### src/rtl/tap_ctrl_if.sv
`default_nettype none
// +----------------------------------------------------------------------------+
// | Module  : tap_ctrl_if                                                       |
// | Desc    : Test-pin and boundary/BILBO signal bundle for the TAP controller. |
// | Rev     : 1.0  initial release                                              |
// +----------------------------------------------------------------------------+
interface tap_ctrl_if;
  logic       tms;
  logic       tdi;
  logic       tdo;
  logic       tdo_en;
  logic       bsr_scan_in;
  logic       bsr_scan_out;
  logic       bsr_shift;
  logic       bsr_capture;
  logic       bsr_update;
  logic       bsr_sel;
  logic       bist_run;
  logic       bist_done;
  logic [3:0] tap_state;

  modport master (
    output tms, tdi, bsr_scan_out, bist_done,
    input  tdo, tdo_en, bsr_scan_in, bsr_shift, bsr_capture, bsr_update,
           bsr_sel, bist_run, tap_state
  );

  modport slave (
    input  tms, tdi, bsr_scan_out, bist_done,
    output tdo, tdo_en, bsr_scan_in, bsr_shift, bsr_capture, bsr_update,
           bsr_sel, bist_run, tap_state
  );
endinterface
`default_nettype wire

### src/rtl/tap_ctrl.sv
`default_nettype none
// +----------------------------------------------------------------------------+
// | Module  : tap_ctrl                                                          |
// | Desc    : Single-clock 1149.1-style TAP controller driving the boundary     |
// |           chain and BIST request; optional ID register via TAP_IDCODE_EN.   |
// | Rev     : 1.0  initial release                                              |
// +----------------------------------------------------------------------------+
module tap_ctrl #(
  parameter int unsigned IR_W       = 4,
  parameter logic [31:0] IDCODE_VAL = 32'h1000_0001
) (
  input wire logic  clock,
  input wire logic  rst,
  tap_ctrl_if.slave tap
);

  typedef enum logic [3:0] {
    ST_EX2DR   = 4'h0,
    ST_EX1DR   = 4'h1,
    ST_SHDR    = 4'h2,
    ST_PAUSEDR = 4'h3,
    ST_SELIR   = 4'h4,
    ST_UPDDR   = 4'h5,
    ST_CAPDR   = 4'h6,
    ST_SELDR   = 4'h7,
    ST_EX2IR   = 4'h8,
    ST_EX1IR   = 4'h9,
    ST_SHIR    = 4'hA,
    ST_PAUSEIR = 4'hB,
    ST_RTI     = 4'hC,
    ST_UPDIR   = 4'hD,
    ST_CAPIR   = 4'hE,
    ST_TLR     = 4'hF
  } state_e;

  typedef enum logic [1:0] {
    DR_BSR  = 2'd0,
    DR_ID   = 2'd1,
    DR_BIST = 2'd2,
    DR_BYP  = 2'd3
  } dr_e;

  localparam logic [IR_W-1:0] c_IR_EXTEST  = IR_W'(0);
  localparam logic [IR_W-1:0] c_IR_SAMPLE  = IR_W'(1);
  localparam logic [IR_W-1:0] c_IR_RUNBIST = IR_W'(3);
  localparam logic [IR_W-1:0] c_IR_BYPASS  = {IR_W{1'b1}};
  localparam logic [IR_W-1:0] c_IR_CAPTURE = IR_W'(1);
`ifdef TAP_IDCODE_EN
  localparam logic [IR_W-1:0] c_IR_IDCODE  = IR_W'(2);
  localparam logic [IR_W-1:0] c_IR_RESET   = c_IR_IDCODE;
`else
  localparam logic [IR_W-1:0] c_IR_RESET   = c_IR_BYPASS;
`endif

  if (IDCODE_VAL[0] != 1'b1 || IR_W < 2) begin : g_param_check
    $error("tap_ctrl: IDCODE_VAL[0] must be 1 and IR_W must be at least 2");
  end

  state_e          state_q, state_d;
  logic [IR_W-1:0] ir_q, ir_d;
  logic [IR_W-1:0] irsh_q;
  logic            bypass_q;
  logic            bist_q;
`ifdef TAP_IDCODE_EN
  logic [31:0]     id_q;
`endif
  logic            tdo_en_q, bsr_shift_q, bsr_capture_q, bsr_update_q;
  logic            bsr_sel_q, bist_run_q;
  dr_e             w_dr_cur, w_dr_nxt;
  logic            w_tdo;

  function automatic dr_e dr_kind(input logic [IR_W-1:0] ir);
    dr_kind = DR_BYP;
    if (ir == c_IR_EXTEST || ir == c_IR_SAMPLE) dr_kind = DR_BSR;
`ifdef TAP_IDCODE_EN
    else if (ir == c_IR_IDCODE) dr_kind = DR_ID;
`endif
    else if (ir == c_IR_RUNBIST) dr_kind = DR_BIST;
  endfunction

  always_comb begin
    state_d = state_q;
    case (state_q)
      ST_TLR:     state_d = tap.tms ? ST_TLR     : ST_RTI;
      ST_RTI:     state_d = tap.tms ? ST_SELDR   : ST_RTI;
      ST_SELDR:   state_d = tap.tms ? ST_SELIR   : ST_CAPDR;
      ST_CAPDR:   state_d = tap.tms ? ST_EX1DR   : ST_SHDR;
      ST_SHDR:    state_d = tap.tms ? ST_EX1DR   : ST_SHDR;
      ST_EX1DR:   state_d = tap.tms ? ST_UPDDR   : ST_PAUSEDR;
      ST_PAUSEDR: state_d = tap.tms ? ST_EX2DR   : ST_PAUSEDR;
      ST_EX2DR:   state_d = tap.tms ? ST_UPDDR   : ST_SHDR;
      ST_UPDDR:   state_d = tap.tms ? ST_SELDR   : ST_RTI;
      ST_SELIR:   state_d = tap.tms ? ST_TLR     : ST_CAPIR;
      ST_CAPIR:   state_d = tap.tms ? ST_EX1IR   : ST_SHIR;
      ST_SHIR:    state_d = tap.tms ? ST_EX1IR   : ST_SHIR;
      ST_EX1IR:   state_d = tap.tms ? ST_UPDIR   : ST_PAUSEIR;
      ST_PAUSEIR: state_d = tap.tms ? ST_EX2IR   : ST_PAUSEIR;
      ST_EX2IR:   state_d = tap.tms ? ST_UPDIR   : ST_SHIR;
      ST_UPDIR:   state_d = tap.tms ? ST_SELDR   : ST_RTI;
      default:    state_d = ST_TLR;
    endcase
  end

  // Active IR moves only on Update-IR or while parked in Test-Logic-Reset.
  always_comb begin
    ir_d = ir_q;
    if (state_q == ST_TLR)        ir_d = c_IR_RESET;
    else if (state_q == ST_UPDIR) ir_d = irsh_q;
  end

  assign w_dr_cur = dr_kind(ir_q);
  assign w_dr_nxt = dr_kind(ir_d);

  always_comb begin
    w_tdo = 1'b0;
    if (state_q == ST_SHIR) begin
      w_tdo = irsh_q[0];
    end else if (state_q == ST_SHDR) begin
      case (w_dr_cur)
        DR_BSR:  w_tdo = tap.bsr_scan_out;
        DR_BIST: w_tdo = bist_q;
`ifdef TAP_IDCODE_EN
        DR_ID:   w_tdo = id_q[0];
`endif
        default: w_tdo = bypass_q;
      endcase
    end
  end

  // Outputs are decoded from the next state so they line up with state_q.
  always_ff @(posedge clock) begin
    if (rst) begin
      state_q       <= ST_TLR;
      ir_q          <= c_IR_RESET;
      irsh_q        <= '0;
      bypass_q      <= 1'b0;
      bist_q        <= 1'b0;
`ifdef TAP_IDCODE_EN
      id_q          <= '0;
`endif
      tdo_en_q      <= 1'b0;
      bsr_shift_q   <= 1'b0;
      bsr_capture_q <= 1'b0;
      bsr_update_q  <= 1'b0;
      bsr_sel_q     <= 1'b0;
      bist_run_q    <= 1'b0;
    end else begin
      state_q <= state_d;
      ir_q    <= ir_d;

      if (state_q == ST_CAPIR)     irsh_q <= c_IR_CAPTURE;
      else if (state_q == ST_SHIR) irsh_q <= {tap.tdi, irsh_q[IR_W-1:1]};

      if (state_q == ST_CAPDR) begin
        bypass_q <= 1'b0;
        bist_q   <= tap.bist_done;
`ifdef TAP_IDCODE_EN
        id_q     <= IDCODE_VAL;
`endif
      end else if (state_q == ST_SHDR) begin
        bypass_q <= tap.tdi;
        bist_q   <= tap.tdi;
`ifdef TAP_IDCODE_EN
        id_q     <= {tap.tdi, id_q[31:1]};
`endif
      end

      tdo_en_q      <= (state_d == ST_SHIR) || (state_d == ST_SHDR);
      bsr_shift_q   <= (state_d == ST_SHDR);
      bsr_capture_q <= (state_d == ST_CAPDR) && (w_dr_nxt == DR_BSR);
      bsr_update_q  <= (state_d == ST_UPDDR);
      bsr_sel_q     <= (ir_d == c_IR_EXTEST);
      bist_run_q    <= (state_d == ST_RTI) && (ir_d == c_IR_RUNBIST);
    end
  end

  assign tap.tdo         = w_tdo;
  assign tap.tdo_en      = tdo_en_q;
  assign tap.bsr_scan_in = tap.tdi;
  assign tap.bsr_shift   = bsr_shift_q;
  assign tap.bsr_capture = bsr_capture_q;
  assign tap.bsr_update  = bsr_update_q;
  assign tap.bsr_sel     = bsr_sel_q;
  assign tap.bist_run    = bist_run_q;
  assign tap.tap_state   = state_q;

endmodule
`default_nettype wire

### src/flat_wrapper.sv
// flat-port wrapper written by rule: the top's interface ports become plain ports
module tap_ctrl_flat 
#(
  parameter int unsigned IR_W       = 4,
  parameter logic [31:0] IDCODE_VAL = 32'h1000_0001
)
  (clock, rst, tap_tms, tap_tdi, tap_bsr_scan_out, tap_bist_done, tap_tdo, tap_tdo_en, tap_bsr_scan_in, tap_bsr_shift, tap_bsr_capture, tap_bsr_update, tap_bsr_sel, tap_bist_run, tap_tap_state);
  tap_ctrl_if tap_i ();
  input wire logic clock;
  input wire logic rst;
  input wire logic [$bits(tap_i.tms)-1:0] tap_tms;
  input wire logic [$bits(tap_i.tdi)-1:0] tap_tdi;
  input wire logic [$bits(tap_i.bsr_scan_out)-1:0] tap_bsr_scan_out;
  input wire logic [$bits(tap_i.bist_done)-1:0] tap_bist_done;
  output wire logic [$bits(tap_i.tdo)-1:0] tap_tdo;
  output wire logic [$bits(tap_i.tdo_en)-1:0] tap_tdo_en;
  output wire logic [$bits(tap_i.bsr_scan_in)-1:0] tap_bsr_scan_in;
  output wire logic [$bits(tap_i.bsr_shift)-1:0] tap_bsr_shift;
  output wire logic [$bits(tap_i.bsr_capture)-1:0] tap_bsr_capture;
  output wire logic [$bits(tap_i.bsr_update)-1:0] tap_bsr_update;
  output wire logic [$bits(tap_i.bsr_sel)-1:0] tap_bsr_sel;
  output wire logic [$bits(tap_i.bist_run)-1:0] tap_bist_run;
  output wire logic [$bits(tap_i.tap_state)-1:0] tap_tap_state;
  assign tap_i.tms = tap_tms;
  assign tap_i.tdi = tap_tdi;
  assign tap_i.bsr_scan_out = tap_bsr_scan_out;
  assign tap_i.bist_done = tap_bist_done;
  assign tap_tdo = tap_i.tdo;
  assign tap_tdo_en = tap_i.tdo_en;
  assign tap_bsr_scan_in = tap_i.bsr_scan_in;
  assign tap_bsr_shift = tap_i.bsr_shift;
  assign tap_bsr_capture = tap_i.bsr_capture;
  assign tap_bsr_update = tap_i.bsr_update;
  assign tap_bsr_sel = tap_i.bsr_sel;
  assign tap_bist_run = tap_i.bist_run;
  assign tap_tap_state = tap_i.tap_state;
  tap_ctrl #(.IR_W(IR_W), .IDCODE_VAL(IDCODE_VAL)) u_core (.clock(clock), .rst(rst), .tap(tap_i));
endmodule
### config.mk
export PLATFORM = sky130hd
export DESIGN_NAME = tap_ctrl_flat
export DESIGN_NICKNAME = d
export VERILOG_FILES = /design/src/rtl/tap_ctrl_if.sv /design/src/rtl/tap_ctrl.sv /design/src/flat_wrapper.sv
export SDC_FILE = /design/constraint.sdc
export NUM_CORES = 1
export LEC_CHECK = 0
export ABC_CLOCK_PERIOD_IN_PS = 1300
export BUFFER_PORTS_ARGS = -buffer_cell sky130_fd_sc_hd__buf_4
export CAP_MARGIN = 10
export CORE_ASPECT_RATIO = 0.6
export CORE_MARGIN = 1
export CORE_UTILIZATION = 40
export CTS_BUF_LIST = sky130_fd_sc_hd__clkbuf_2
export CTS_CLUSTER_SIZE = 24
export DETAILED_ROUTE_END_ITERATION = 6
export GPL_TIMING_DRIVEN = 0
export HOLD_SLACK_MARGIN = 0.08
export SETUP_SLACK_MARGIN = 0.2
export SLEW_MARGIN = 20
export SYNTH_ARGS = -nofsm -noshare
export SYNTH_HDL_FRONTEND = slang
export SYNTH_SLANG_ARGS = --single-unit
export TNS_END_PERCENT = 10
### constraint.sdc
create_clock -name clock -period 1.3 [get_ports clock]
set_clock_uncertainty 0.05 [all_clocks]
set_input_delay 0.13 -clock clock [delete_from_list [all_inputs] [get_ports clock]]
set_output_delay 0.13 -clock clock [all_outputs]
set_load 0.01 [all_outputs]
== Word-level counts from Yosys, hierarchy flattened ==
Index checks and enable logic that the tools add are counted.

* Bits in registers: 20
* Input port bits: 6
* Output and inout port bits: 12
* Logic and storage cells: 80

* Eq/ne operators: 25
* Mux-type cells: 26
* Reductions and logical operators: 17

{| class="wikitable"
|+ Operators by type and width
! operator !! number
|-
| case mux 4 bit (12 select lines) || 1
|-
| equality test 4 bit (second input constant) || 10
|-
| equality test 4 x 3 -> 1 bit (second input constant) || 6
|-
| equality test 4 x 2 -> 1 bit (second input constant) || 5
|-
| 2-to-1 mux 2 bit || 8
|-
| equality test 4 x 1 -> 1 bit (second input constant) || 3
|-
| zero test 4 bit || 3
|-
| 2-to-1 mux 3 bit || 4
|-
| 2-to-1 mux 4 bit || 3
|-
| 2-to-1 mux 1 bit || 9
|-
| OR reduction 2 bit || 4
|-
| zero test 2 bit || 2
|-
| nonzero test 2 bit || 2
|-
| logical OR 1 bit || 3
|-
| OR reduction 3 bit || 1
|-
| equality test 2 bit (second input constant) || 1
|-
| logical AND 1 bit || 2
|-
| case mux 1 bit (2 select lines) || 1
|}

== Depth between registers and ports, before layout ==
Gate-level depths: netlist (run 1).

* Word-level depth: 8
* Mapped depth: 5
* Depth with buffers taken out: 3

== Worst setup path after synthesis (run 1) ==
No wires, ideal clock.

* Kind: register -> output
* Start: register u_core.state_q[3], in the netlist u_core.tap.tap_state[3]
* End: output tap_tdo
* Data arrival time: 1.222 ns
* Required time: 1.120 ns
* Path slack: -0.102 ns
* Cell stages (with the launch flop): 5
* Path buffers: 2
* Path through: dfxtp_1 buf_2 buf_2 a211oi_1 nor4b_1

* Longest elaborated chain between the ends: 3
* Elaborated cells on any way between the ends: 4
* Classes of those cells: eq/ne (2); mux (2)

{| class="wikitable"
|+ Ends and longest elaborated chain
! item !! line !! RTL
|-
| start, declared || tap_ctrl.sv:59 || <nowiki>state_e state_q, state_d;</nowiki>
|-
| start signal, assigned || tap_ctrl.sv:148 || <nowiki>state_q <= state_d;</nowiki>
|-
| equality test 4 x 2 -> 1 bit || tap_ctrl.sv:118 || <nowiki>end else if (state_q == ST_SHDR) begin</nowiki>
|-
| 2-to-1 mux 1 bit || tap_ctrl.sv:118 ||
|-
| 2-to-1 mux 1 bit (*) || tap_ctrl.sv:116 || <nowiki>if (state_q == ST_SHIR) begin</nowiki>
|-
| end, declared || flat_wrapper.sv:15 || <nowiki>output wire logic [$bits(tap_i.tdo)-1:0] tap_tdo;</nowiki>
|}

Mark *: on every way between the ends. The rest lies on a longest branch, timed or not.

== Worst setup path after layout (run 1) ==
* Start: register u_core.ir_q[1]
* End: output tap_tdo

* Longest elaborated chain between the ends: 7
* Elaborated cells on any way between the ends: 11
* Classes of those cells: eq/ne (3); mux (5); reduce/logical (3)

{| class="wikitable"
|+ Ends and longest elaborated chain
! item !! line !! RTL
|-
| start, declared || tap_ctrl.sv:60 || <nowiki>logic [IR_W-1:0] ir_q, ir_d;</nowiki>
|-
| start signal, assigned || tap_ctrl.sv:134 || <nowiki>ir_q <= c_IR_RESET;</nowiki>
|-
| start signal, assigned || tap_ctrl.sv:149 || <nowiki>ir_q <= ir_d;</nowiki>
|-
| equality test 4 x 2 -> 1 bit (tied with other cells) || tap_ctrl.sv:78 || <nowiki>else if (ir == c_IR_RUNBIST) dr_kind = DR_BIST;</nowiki>
|-
| 2-to-1 mux 1 bit / logical OR 1 bit (equally long branches) || tap_ctrl.sv:78, tap_ctrl.sv:74 ||
|-
| 2-to-1 mux 2 bit (*) || tap_ctrl.sv:74 || <nowiki>if (ir == c_IR_EXTEST || ir == c_IR_SAMPLE) dr_kind = DR_BSR;</nowiki>
|-
| equality test 2 bit / zero test 2 bit (equally long branches) || tap_ctrl.sv:119 || <nowiki>case (w_dr_cur)</nowiki>
|-
| case mux 1 bit (2 select lines) (*) || tap_ctrl.sv:119 ||
|-
| 2-to-1 mux 1 bit (*) || tap_ctrl.sv:118 ||
|-
| 2-to-1 mux 1 bit (*) || tap_ctrl.sv:116 ||
|}

Marks and branches as above.

==> results of run 1 <==
## power by group through the flow
stage          clock network [uW]  registers [uW]  logic [uW]
6_report                      271             716         434
5_1_grt                       311             724         472
3_3_place_gp                    0             716         336
4_1_cts                       276             713         406
3_5_place_dp                    0             718         333
2_1_floorplan                   0             715         240
## metal layers
| metal | part of all wire (%) | vias to the layer above | global-route usage, % |
|---|---|---|---|
| li1 | - | 438 | - |
| met1 | 52 | 404 | 26.6 |
| met2 | 43 | 22 | 30.3 |
| met3 | 5.0 | 2 | 6.98 |
| met4 | 0.68 | 0 | 5.00 |
| met5 | 0 | - | 0 |
## layout make-up
type / count / area, um2
fill: 188 / 866
multi-input combinational: 80 / 608
sequential: 20 / 420
timing repair buffer: 18 / 138
buffer: 10 / 103
tap: 30 / 37.5
clock buffer: 4 / 20.0
inverter: 1 / 3.75
## worst max path at each step
| stage | from | endpoint | slack [ps] | cells past startpoint |
|---|---|---|---|---|
| final | u_core.ir_q[1]$_SDFF_PP1_ | tap_tdo | -400 | 4 |
| after global routing | u_core.ir_q[1]$_SDFF_PP1_ | tap_tdo | -510 | 4 |
| after CTS | u_core.ir_q[1]$_SDFF_PP1_ | tap_tdo | -400 | 4 |
| after detailed placement | u_core.ir_q[1]$_SDFF_PP1_ | tap_tdo | -50 | 4 |
| after global placement | u_core.ir_q[1]$_SDFF_PP1_ | tap_tdo | -50 | 4 |
| after floorplan | u_core.tap.tap_state[1]$_SDFF_PP1_ | u_core.tap.tap_state[1]$_SDFF_PP1_ | 80 | 3 |
## state kept, by name (all words and copies together), names as in the netlist
name                    count
u_core.tap.bsr_update       1
u_core.tap.bist_run         1
u_core.tap.bsr_capture      1
u_core.tap.tdo_en           1
u_core.tap.bsr_sel          1
u_core.bypass_q             1
u_core.tap.bsr_shift        1
u_core.irsh_q               4
u_core.ir_q                 4
u_core.tap.tap_state        4
u_core.bist_q               1
## what timing repair did
item                                    4_1_cts  5_1_grt
setup buffers                                 0        2
endpoints found under the setup margin       19       21
pin swaps                                    15        9
gates resized for setup                      28       10
endpoints found under the hold margin         2        1
## critical path: cells and delay by family, from the launching register on
family / cells / cell delay, ps
AO/OA/AOI/OAI: 1 / 370
buffers and inverters: 1 / 150
flip-flops: 1 / 390
AND/OR/NAND/NOR: 2 / 310
## metrics by stage
stage                     total power [uW]  worst slack (ps)  TNS (ps)
after global placement                1050             -45.2     -85.5
after detailed placement              1050             -49.2     -96.9
after CTS                             1400              -397      -397
after global routing                  1510              -511      -859
after floorplan                        955              81.6         0
final                                 1420              -400      -581
## cell families after synthesis
logic type	after synthesis	synth area share (%)
compound gates	25	17.9
buf+inv	11	6.01
flops	20	42.7
simple gates	55	33.4
## cell usage in the layout (no fill, tap or decap), types with 5 or more instances in the layout
master,instances
nand2_1,7
nor3_1,6
nor2_1,7
dfxtp_1,12
a21oi_1,5
a21oi_2,5
buf_4,18
## synth_stat cells (2+ instances only)
library cell,instances
buf_4,2
nor3_1,8
a211oi_1,2
a21o_1,2
nand3_1,2
buf_2,6
nor2_1,8
nand3b_1,4
a21oi_1,10
clkbuf_1,2
dfxtp_1,20
o21bai_1,4
o21ai_1,2
nor4_1,3
nand2_1,9
nor2b_1,5
nand4_1,2
nand2b_1,4
a211o_1,2
==> results.py, run 1 <==
metrics = {
    "outcome": {
        "status": "finished, violations left",
        "violations": "setup timing",
    },
    "run": {
        "maxCapViolations": 0,
    },
    "critical_path": {
        "critPathLaunchType": "flop",
        "slowest_stage": "dfxtp_4",
        "critPathMaxStageDelay_ps": 390,
        "crit_required_ps": 1120,
        "critical_path_class": "reg2out",
        "critPathArrivalTime_ps": 1520,
        "cp-end-kind": "primary output",
        "r2r-start": "u_core.tap.tap_state[3]$_SDFF_PP1_",
        "critical_path.cell_chain": "or2_4 > a2111oi_4 > nor4b_2 > buf_4",
        "r2r_cells": 6,
        "regToRegEndpoint": "u_core.tap.bist_run$_SDFF_PP0_",
        "cp_max_fo": 4,
        "rrSetupSlack_ps": -120,
    },
    "sta": {
        "slew_headroom_pct": 64.9,
        "holdWs_ps": 52.8,
        "setup_ws_ps": -400,
        "setup_violations": 3,
        "hold_viol": 0,
        "tightest_slew_ps": 526,
        "min_period_over_period_pct": 131,
        "slew_viol_final": 0,
        "fmax_mhz": 588,
        "rsz0062_at_grt": "yes",
        "finalCriticalPeriod_ps": 1700,
    },
    "hold_path": {
        "min_to": "u_core.tap.tdo_en$_SDFF_PP0_",
        "worst_hold_path_type": "in2reg",
        "min_path_cells": 2,
        "hold_path_startpoint": "tap_tms",
    },
    "cts": {
        "cts-buffers-inserted": 3,
        "clock_sinks": 20,
        "htree_levels": 1,
        "cts_hold_buf": 1,
        "cts_root_buffer": "clkbuf_2",
        "clk_latency_ps": 320,
        "cts_buffer_depth": 2,
        "cts_tree": "built",
        "clk_pin_slew_ps": 170,
    },
    "global_route": {
        "grt_max_degree": 12,
        "grt_overflow_total": 0,
        "grt_pass1_wl_um": 3620,
        "grt_pass1_vias": 750,
        "antenna_found_initial": 0,
        "grtUsageTotal_pct": 19.9,
    },
    "synthesis": {
        "netlist_area_um2": 937,
        "synth_ff_type": "dfxtp_1",
        "syn_area_per_cell_um2": 8.44,
        "synth_area_leaders": "dfxtp_1, a21oi_1, nor3_1, nand2_1, nor2b_1",
        "synth_top_cell_area_share_pct": 42.7,
        "synthArstFlopShare_pct": 0,
        "synth_edf_count": 0,
        "ys_ff_latch": 20,
        "synth_cell_types": 33,
        "netlist_instances": 111,
        "yosysWarnings": 0,
        "synth_fp_nets": 117,
        "yosysTopAreaCell": "dfxtp_1",
        "ys_seq_area_share_pct": 42.7,
    },
    "layout": {
        "drive_gt1_share_pct": 45.9,
        "layout.nets": 140,
        "fin_cells": 163,
        "syn_to_final_growth_pct": 41.9,
        "finish.utilization_pct": 60.6,
        "antenna_cells": 0,
        "fin_area_um2": 1330,
    },
    "placement": {
        "port_buffers": 15,
        "dpl_cell_area_um2": 1140,
        "gp_congestion": 0.765,
        "placed_cells": 156,
        "detailed_place_hpwl_um": 1530,
    },
    "pwr": {
        "switching_share_pct": 32.8,
        "power_density_nw_per_um2": 1070,
        "combPwrFrac_pct": 30.5,
        "switchingPower_uw": 466,
        "leakage_uw": 0.000508,
        "p_int_uw": 955,
        "vdd_drop_max_uv": 500,
        "seqPwrFrac_pct": 50.4,
        "clkPwrFrac_pct": 19.1,
    },
    "die": {
        "die_w_um": 64.5,
        "coreArea_um2": 2200,
        "io-pin-count": 18,
        "start_util_pct": 42.7,
        "die_h_um": 39.5,
        "fp-row-count": 13,
        "die_area_um2": 2550,
    },
    "route": {
        "firstDrtPassIters": 4,
        "ant_nets": 0,
        "route.detailed.drc": 0,
        "wl_per_cell_um": 13.6,
        "via_per_inst": 5.31,
        "drt_iter0_drc": 50,
        "vias": 866,
        "wirelength_um": 2210,
    },
}
No activity file was read; power rests on OpenSTA's default activity.
==> run 2, diff against run 1 <==
--- a/config.mk
+++ b/config.mk
@@ -10,5 +10,4 @@
 export CAP_MARGIN = 10
 export CORE_ASPECT_RATIO = 0.6
-export CORE_MARGIN = 1
 export CORE_UTILIZATION = 40
 export CTS_BUF_LIST = sky130_fd_sc_hd__clkbuf_2
==> constraint.sdc (replaced) <==
create_clock -name clock -period 1.3 [get_ports clock]
set_clock_uncertainty 0.05 [all_clocks]
set_input_delay 0.195 -clock clock [delete_from_list [all_inputs] [get_ports clock]]
set_output_delay 0.195 -clock clock [all_outputs]
set_load 0.01 [all_outputs]
==> results.py, run 2 (synthesis results as in run 1) <==
metrics = {
    "critical_path": {
        "cp-end-kind": "primary output",
        "critical_path_class": "reg2out",
        "r2r_cells": 6,
        "critPathArrivalTime_ps": 1490,
        "crit_required_ps": 1050,
        "critPathLaunchType": "flop",
        "cp_max_fo": 4,
    },
    "sta": {
        "fmax_mhz": 578,
        "holdWs_ps": 126,
        "finalCriticalPeriod_ps": 1730,
        "setup_violations": 3,
        "setup_tns_ps": -515,
        "slew_viol_final": 0,
        "tightest_slew_ps": 500,
        "hold_viol": 0,
        "min_period_over_period_pct": 133,
        "rsz0062_at_grt": "yes",
        "setup_ws_ps": -431,
        "slew_headroom_pct": 66.7,
    },
    "die": {
        "fp-row-count": 13,
        "die_h_um": 39.5,
        "start_util_pct": 42.7,
        "coreArea_um2": 2200,
        "die_area_um2": 2550,
        "die_w_um": 64.5,
        "io-pin-count": 18,
    },
    "placement": {
        "gp_congestion": 0.753,
        "detailed_place_hpwl_um": 1560,
        "port_buffers": 15,
    },
    "global_route": {
        "grtUsageTotal_pct": 19.1,
        "grt_pass1_wl_um": 3440,
        "grt_max_degree": 11,
        "antenna_found_initial": 0,
        "grt_pass1_vias": 700,
        "grt_overflow_total": 0,
    },
    "cts": {
        "clk_latency_ps": 310,
        "cts_root_buffer": "clkbuf_2",
        "htree_levels": 1,
        "clock_sinks": 20,
        "cts_hold_buf": 0,
        "cts_buffer_depth": 2,
        "clk_pin_slew_ps": 170,
        "cts-buffers-inserted": 3,
        "cts_tree": "built",
    },
    "route": {
        "wirelength_um": 2340,
        "route.detailed.drc": 0,
        "drt_iter0_drc": 27,
        "wl_per_cell_um": 14.2,
        "via_per_inst": 5.43,
        "firstDrtPassIters": 6,
        "vias": 896,
        "ant_nets": 0,
    },
    "pwr": {
        "power_density_nw_per_um2": 1070,
        "leakage_uw": 0.000497,
        "vdd_drop_max_uv": 588,
    },
    "run": {
        "maxCapViolations": 0,
    },
    "layout": {
        "layout_common_cells": "buf_4, dfxtp_1, a21oi_1",
        "final_common_cell": "buf_4",
        "fillers": 207,
        "layout.nets": 143,
        "antenna_cells": 0,
        "syn_to_final_growth_pct": 37.8,
        "drive_gt1_share_pct": 38.5,
    },
    "outcome": {
        "violations": "setup timing",
        "status": "finished, violations left",
    },
    "hold_path": {
        "worst_hold_path_type": "in2reg",
        "min_path_cells": 2,
    },
}
[run 2: cell types whose count changed in the layout (fill, tap and decap cells not counted), sizes merged]
cell | previous run | this run
clkbuf | 6 | 7
dlygate4sd3 | 1 | 0
buf | 25 | 27
[run 2: per-stage QoR]
stage,std cells,util [%],instance area [um2],power (uW),setup slack [ps]
3_5_place_dp,156,51.1,1120,1050,-113
4_1_cts,159,53.3,1170,1310,-467
3_3_place_gp,156,51.1,1120,1040,-108
2_1_floorplan,111,-,971,943,60.7
6_report,165,58.8,1290,1380,-431
5_1_grt,165,58.8,1290,1470,-556
[run 2: repair_timing]
action,in CTS,in global routing
setup buffers,0,5
gates cloned,0,1
resized for setup,11,18
setup endpoints to repair,20,23
pin swaps,3,6
[run 2: power breakdown]
part | switching (uW) | internal [uW] | total (uW)
clock network | 180 | 62.9 | 243
logic | 216 | 217 | 433
registers | 48.8 | 657 | 706
total | 444 | 937 | 1380
[run 2: per-layer routing]
metal,share of wire [%],vias up,wire length [um],GRT usage (%)
met5,0,-,0,0
met4,0.38,0,9,3.33
met3,7.8,2,183,6.98
met2,41,37,966,28.2
met1,50,415,1180,26.5
li1,-,442,-,-
[run 2: worst max-delay path, stage by stage, from the launching register on]
cell,delay (ps)
dfxtp_4,380
or2_4,230
a2111oi_4,350
nor4b_2,80
buf_4,150
[run 2: cell type report]
| class | instances | area (um2) | area share (%) |
|---|---|---|---|
| multi-input combinational | 80 | 547 | 42.3 |
| sequential | 20 | 417 | 32.3 |
| timing repair buffer | 21 | 180 | 14.0 |
| buffer | 10 | 91.3 | 7.07 |
| tap | 30 | 37.5 | 2.91 |
| clock buffer | 3 | 15.0 | 1.16 |
| inverter | 1 | 3.75 | 0.291 |
[run 2: path summary, 6_finish.rpt]
kind	from	slack [ps]	end
hold / removal	tap_tms	130	u_core.tap.tdo_en$_SDFF_PP0_
setup / recovery	u_core.ir_q[1]$_SDFF_PP1_	-430	tap_tdo
hold reg to reg	u_core.ir_q[0]$_SDFF_PP1_	450	u_core.tap.bsr_sel$_SDFF_PP0_
setup reg to reg	u_core.tap.tap_state[1]$_SDFF_PP1_	-80	u_core.tap.bist_run$_SDFF_PP0_
